### config.mk
export PLATFORM = sky130hd
export DESIGN_NAME = vga_timing_gen
export DESIGN_NICKNAME = d
export VERILOG_FILES = /design/src/rtl/vga_timing_gen.sv
export SDC_FILE = /design/constraint.sdc
export NUM_CORES = 1
export LEC_CHECK = 0
export CORE_UTILIZATION = 35
export DETAILED_ROUTE_END_ITERATION = 8
export PLACE_DENSITY_LB_ADDON = 0.1
export RECOVER_POWER = 100
export REMOVE_ABC_BUFFERS = 1
export SYNTH_ARGS = -nofsm -noshare
export SYNTH_HDL_FRONTEND = slang
export SYNTH_SLANG_ARGS = --single-unit
### constraint.sdc
create_clock -name clk_pixel -period 3.1 [get_ports clk_pixel]
set_input_delay 0.62 -clock clk_pixel [delete_from_list [all_inputs] [get_ports clk_pixel]]
set_output_delay 0.62 -clock clk_pixel [all_outputs]
set_load 0.02 [all_outputs]
### src/rtl/vga_timing_gen.sv
// Parametrised raster timing generator: h/v sync, data enable, pixel coordinates, strobes and frame counter.
// Defining VGA_OUT_DELAY_EN adds a SYNC_DLY-stage output pipeline that advances only on enabled edges.
module vga_timing_gen #(
    parameter int   CNT_W      = 12,
    parameter int   H_ACTIVE   = 640,
    parameter int   H_FP       = 16,
    parameter int   H_SYNC     = 96,
    parameter int   H_BP       = 48,
    parameter int   V_ACTIVE   = 480,
    parameter int   V_FP       = 10,
    parameter int   V_SYNC     = 2,
    parameter int   V_BP       = 33,
    parameter logic H_SYNC_POL = 1'b0,
    parameter logic V_SYNC_POL = 1'b0,
    parameter int   FRAME_W    = 8,
    parameter int   SYNC_DLY   = 2
) (
    input  logic               clk_pixel,
    input  logic               rst,
    input  logic               clk_en,
    output logic               h_sync,
    output logic               v_sync,
    output logic               de,
    output logic [CNT_W-1:0]   pix_x,
    output logic [CNT_W-1:0]   pix_y,
    output logic               line_start,
    output logic               frame_start,
    output logic [FRAME_W-1:0] frame_cnt
);

    localparam int H_TOTAL = H_ACTIVE + H_FP + H_SYNC + H_BP;
    localparam int V_TOTAL = V_ACTIVE + V_FP + V_SYNC + V_BP;
    localparam int OUT_W   = 5 + 2 * CNT_W + FRAME_W;

    // Window bounds use one extra bit so a region ending exactly at 2^CNT_W still compares correctly.
    localparam logic [CNT_W:0]   H_ACT_E  = (CNT_W + 1)'(H_ACTIVE);
    localparam logic [CNT_W:0]   H_SYNC_S = (CNT_W + 1)'(H_ACTIVE + H_FP);
    localparam logic [CNT_W:0]   H_SYNC_E = (CNT_W + 1)'(H_ACTIVE + H_FP + H_SYNC);
    localparam logic [CNT_W:0]   V_ACT_E  = (CNT_W + 1)'(V_ACTIVE);
    localparam logic [CNT_W:0]   V_SYNC_S = (CNT_W + 1)'(V_ACTIVE + V_FP);
    localparam logic [CNT_W:0]   V_SYNC_E = (CNT_W + 1)'(V_ACTIVE + V_FP + V_SYNC);
    localparam logic [CNT_W-1:0] H_LAST   = CNT_W'(H_TOTAL - 1);
    localparam logic [CNT_W-1:0] V_LAST   = CNT_W'(V_TOTAL - 1);
    localparam logic [OUT_W-1:0] RST_BUS  = {~H_SYNC_POL, ~V_SYNC_POL, {(OUT_W - 2){1'b0}}};

    logic [CNT_W-1:0]   hc_q, hc_d, vc_q, vc_d;
    logic [FRAME_W-1:0] frameCnt_q, frameCnt_d;
    logic               started_q;
    logic [CNT_W:0]     hcExt, vcExt;
    logic               deDec, hSyncDec, vSyncDec, lineDec, frameDec;
    logic [OUT_W-1:0]   outBus_q, outBus_d, outFinal;

    // Decode of the current position plus next counter values; the frame counter skips the very first frame.
    always_comb begin
        hcExt    = {1'b0, hc_q};
        vcExt    = {1'b0, vc_q};
        deDec    = (hcExt < H_ACT_E) && (vcExt < V_ACT_E);
        hSyncDec = (hcExt >= H_SYNC_S) && (hcExt < H_SYNC_E);
        vSyncDec = (vcExt >= V_SYNC_S) && (vcExt < V_SYNC_E);
        lineDec  = (hc_q == {CNT_W{1'b0}});
        frameDec = lineDec && (vc_q == {CNT_W{1'b0}});

        hc_d = hc_q + 1'b1;
        vc_d = vc_q;
        if (hc_q == H_LAST) begin
            hc_d = {CNT_W{1'b0}};
            vc_d = (vc_q == V_LAST) ? {CNT_W{1'b0}} : vc_q + 1'b1;
        end

        frameCnt_d = frameCnt_q;
        if (frameDec && started_q) begin
            frameCnt_d = frameCnt_q + 1'b1;
        end

        outBus_d = {(hSyncDec ? H_SYNC_POL : ~H_SYNC_POL),
                    (vSyncDec ? V_SYNC_POL : ~V_SYNC_POL),
                    deDec, lineDec, frameDec,
                    (deDec ? hc_q : {CNT_W{1'b0}}),
                    (deDec ? vc_q : {CNT_W{1'b0}}),
                    frameCnt_d};
    end

    always_ff @(posedge clk_pixel) begin
        if (rst) begin
            hc_q       <= {CNT_W{1'b0}};
            vc_q       <= {CNT_W{1'b0}};
            frameCnt_q <= {FRAME_W{1'b0}};
            started_q  <= 1'b0;
            outBus_q   <= RST_BUS;
        end else if (clk_en) begin
            hc_q       <= hc_d;
            vc_q       <= vc_d;
            frameCnt_q <= frameCnt_d;
            started_q  <= 1'b1;
            outBus_q   <= outBus_d;
        end
    end

`ifdef VGA_OUT_DELAY_EN
    logic [OUT_W-1:0] dly_q [SYNC_DLY];

    // Delay stages share the pixel enable so latency is counted in pixels, not clocks.
    always_ff @(posedge clk_pixel) begin
        if (rst) begin
            for (int i = 0; i < SYNC_DLY; i++) begin
                dly_q[i] <= RST_BUS;
            end
        end else if (clk_en) begin
            dly_q[0] <= outBus_q;
            for (int i = 1; i < SYNC_DLY; i++) begin
                dly_q[i] <= dly_q[i-1];
            end
        end
    end

    assign outFinal = dly_q[SYNC_DLY-1];
`else
    assign outFinal = outBus_q;
`endif

    assign {h_sync, v_sync, de, line_start, frame_start, pix_x, pix_y, frame_cnt} = outFinal;

endmodule

==> results.toml <==
[outcome]
status = "finished, final reports clean"

[cts]
tritoncts = "yes"
htree_levels = 3
root_buffer = "clkbuf_8"
clk_pin_slew_worst_paths_ns = 0.07
cts.sinks = 62
clock_latency_ns = 0.34
cts_buffers = 9
cts_setup_buffers = 0
cts_resized = 0
hold_buffers = 0
cts_buffer_depth = 2

[sta]
layout_min_cycle_time_ns = 2.63
worst_clock_skew_ns = 0.00707
fin_tns_setup_ns = 0
drv_slew = 0
setup_viol = 0
rsz0062_at_grt = "false"
max_slew_margin = 0.436
clock.fmax_mhz = 381
layout_setup_ws_ns = 0.473
finalCritPeriodShare = 0.848
hold-worst-slack_ns = 0.456
tightest_slew_ns = 0.846
finalHoldViolCount = 0

[die]
coreArea_mm2 = 0.00733
fp.dieH_um = 89.7
design.portCount = 40
die_w_um = 89.7
die_area_mm2 = 0.00804
start_util = 0.367
num_rows = 31

[pwr]
pwr_density_cell_mw_per_mm2 = 478
p_leak_nw = 1.27
peakVddDrop_mv = 0.257
power_mw = 1.59

[logic_synthesis]
ys_warn_count = 0
synth_ff_type = "dfxtp_1"
synth_cell_type_count = 44
synth_edf_count = 0
syn_area_per_cell_um2 = 8.82
async_flop_share = 0
ys_ff_latch = 62
ys_seq_area_frac = 0.461
synth_area_mm2 = 0.00269
synth_area_leaders = "dfxtp_1 46%, nor2_1 5.3%, a22oi_1 5.0%"
syn_inst = 305
netlist.area_leader.share = 0.461
yosysTopAreaCell = "dfxtp_1"

[setup_path]
critPathLaunchType = "flop"
crit_type = "flop to flop"
reg2reg_from = "hc_q[5]$_SDFFE_PP0P_"
critPathCaptureType = "flop"
crit_fanout = 12
arrival_ns = 2.83
reg2reg_slack_ns = 0.47
rr_endpoint = "vc_q[11]$_SDFFE_PP0P_"
ff2ff_path_depth = 5
cp.required_ns = 3.30

[global_routing]
grt_antenna_before_repair = 0
grt_pass1_vias = 2071
grtUsageTotal = 0.170
grt_pass1_wl_um = 10200
grt_max_degree = 26
grt-ovfl-total = 0

[hold_path]
min_from = "outBus_q[30]$_SDFFE_PP0P_"
whs_endpoint = "outBus_q[30]$_SDFFE_PP0P_"
hp-class = "flop to flop"
min_path_cells = 1

[finish]
syn2layout_area_growth_pct = 23.9
fill_cells = 706
nets = 349
final_layout_size_suffix_gt1_frac = 0.0723
diodes = 0
finish.utilization = 0.455

[drt]
ant_nets = 0
viasPerCell = 5.18
dr_total_vias = 2304
wirelength_um = 6200
wire_per_inst_um = 13.9
drt_drc_violations_left = 0
dr.pass1.iters = 4
drt_iter0_drc = 166

[flow_run]
drv_cap = 0

[place]
portBuffers = 39
dp_hpwl_um = 4150
routabilityCongestion = 0.800
place_ws_ns = 0.287
cells in the final DEF (no fill, tap or decap), drive strengths merged, types with 4 or more instances in the layout:
cell | Yosys | routed
inv | 8 | 8
o31ai | 9 | 9
ha | 5 | 5
clkinv | 0 | 4
nand4 | 10 | 10
nand2 | 14 | 14
a21oi | 21 | 21
dlygate4sd3 | 0 | 38
nand2b | 4 | 4
a22oi | 18 | 18
nor2 | 38 | 38
or3 | 8 | 8
o21ai | 8 | 8
xor2 | 9 | 9
and4 | 4 | 4
nand3 | 13 | 13
dfxtp | 62 | 62
buf | 10 | 6
and2 | 7 | 7
or4 | 14 | 14
nor2b | 4 | 4
clkbuf | 14 | 13
and3 | 4 | 4
state kept, by name, indices dropped and copies added, names as in the netlist:
name        flops
frameCnt_q      7
outBus_q       30
vc_q           12
hc_q           12
started_q       1
power by group:
part	total [mW]	switching, mW	leakage, nW	internal, mW
logic	0.0909	0.0591	0.674	0.0318
clock network	0.689	0.324	0.0948	0.365
registers	0.815	0.00854	0.501	0.806
total	1.59	0.391	1.27	1.20
layout make-up:
class | instances | area, um2 | share of cell area
Clock buffer | 9 | 124 | 0.0371
Clock inverter | 7 | 65.1 | 0.0195
Inverter | 8 | 30.0 | 0.00900
Multi-Input combinational cell | 211 | 1300 | 0.390
Sequential cell | 62 | 1240 | 0.372
Tap cell | 99 | 124 | 0.0371
Timing Repair Buffer | 49 | 450 | 0.135
routing by layer:
layer | up-vias | track usage | part of all wire
met3 | 10 | 0.0530 | 0.048
met1 | 1071 | 0.227 | 0.51
met2 | 56 | 0.249 | 0.43
met4 | 0 | 0.0794 | 0.018
li1 | 1167 | - | -
met5 | - | 0 | 0
worst max-delay path, cell delays in order, from the launching register on:
cell,delay (ns)
dfxtp_1,0.37
or4_1,0.57
or4_1,0.72
clkbuf_1,0.28
o21bai_2,0.46
a21oi_1,0.08
cells in the mapped netlist, drive strengths merged, types with 4 or more instances:
library cell / n
a21oi: 21
a22oi: 18
and2: 7
and3: 4
and4: 4
buf: 10
clkbuf: 14
dfxtp: 62
ha: 5
inv: 8
nand2: 14
nand2b: 4
nand3: 13
nand4: 10
nor2: 38
nor2b: 4
o21ai: 8
o31ai: 9
or3: 8
or4: 14
xor2: 9
kinds of logic after synthesis:
| kind of cell | count (synthesis) | share of synthesized area |
|---|---|---|
| AO/OA/AOI/OAI | 61 | 0.145 |
| XOR/XNOR | 11 | 0.0358 |
| adder cells (fa/ha/maj) | 5 | 0.0232 |
| buffers and inverters | 32 | 0.0539 |
| flip-flops | 62 | 0.461 |
| multiplexers | 3 | 0.0121 |
| AND/OR/NAND/NOR | 131 | 0.269 |
how the worst max path moves through the flow:
stage	startpoint	endpoint	cells past startpoint
6_report	hc_q[5]$_SDFFE_PP0P_	vc_q[11]$_SDFFE_PP0P_	5
3_5_place_dp	clk_en	vc_q[11]$_SDFFE_PP0P_	6
5_1_grt	hc_q[5]$_SDFFE_PP0P_	vc_q[2]$_SDFFE_PP0P_	5
3_3_place_gp	clk_en	vc_q[7]$_SDFFE_PP0P_	6
2_1_floorplan	hc_q[5]$_SDFFE_PP0P_	vc_q[5]$_SDFFE_PP0P_	4
4_1_cts	hc_q[5]$_SDFFE_PP0P_	frameCnt_q[3]$_SDFFE_PP0P_	4
metrics by stage:
step / std cells / instance area, um2
3_3_place_gp: 429 / 3170
3_5_place_dp: 429 / 3170
2_1_floorplan: 281 / 2580
6_report: 445 / 3340
5_1_grt: 445 / 3340
4_1_cts: 445 / 3350
Power figures use the tool's default switching activity.
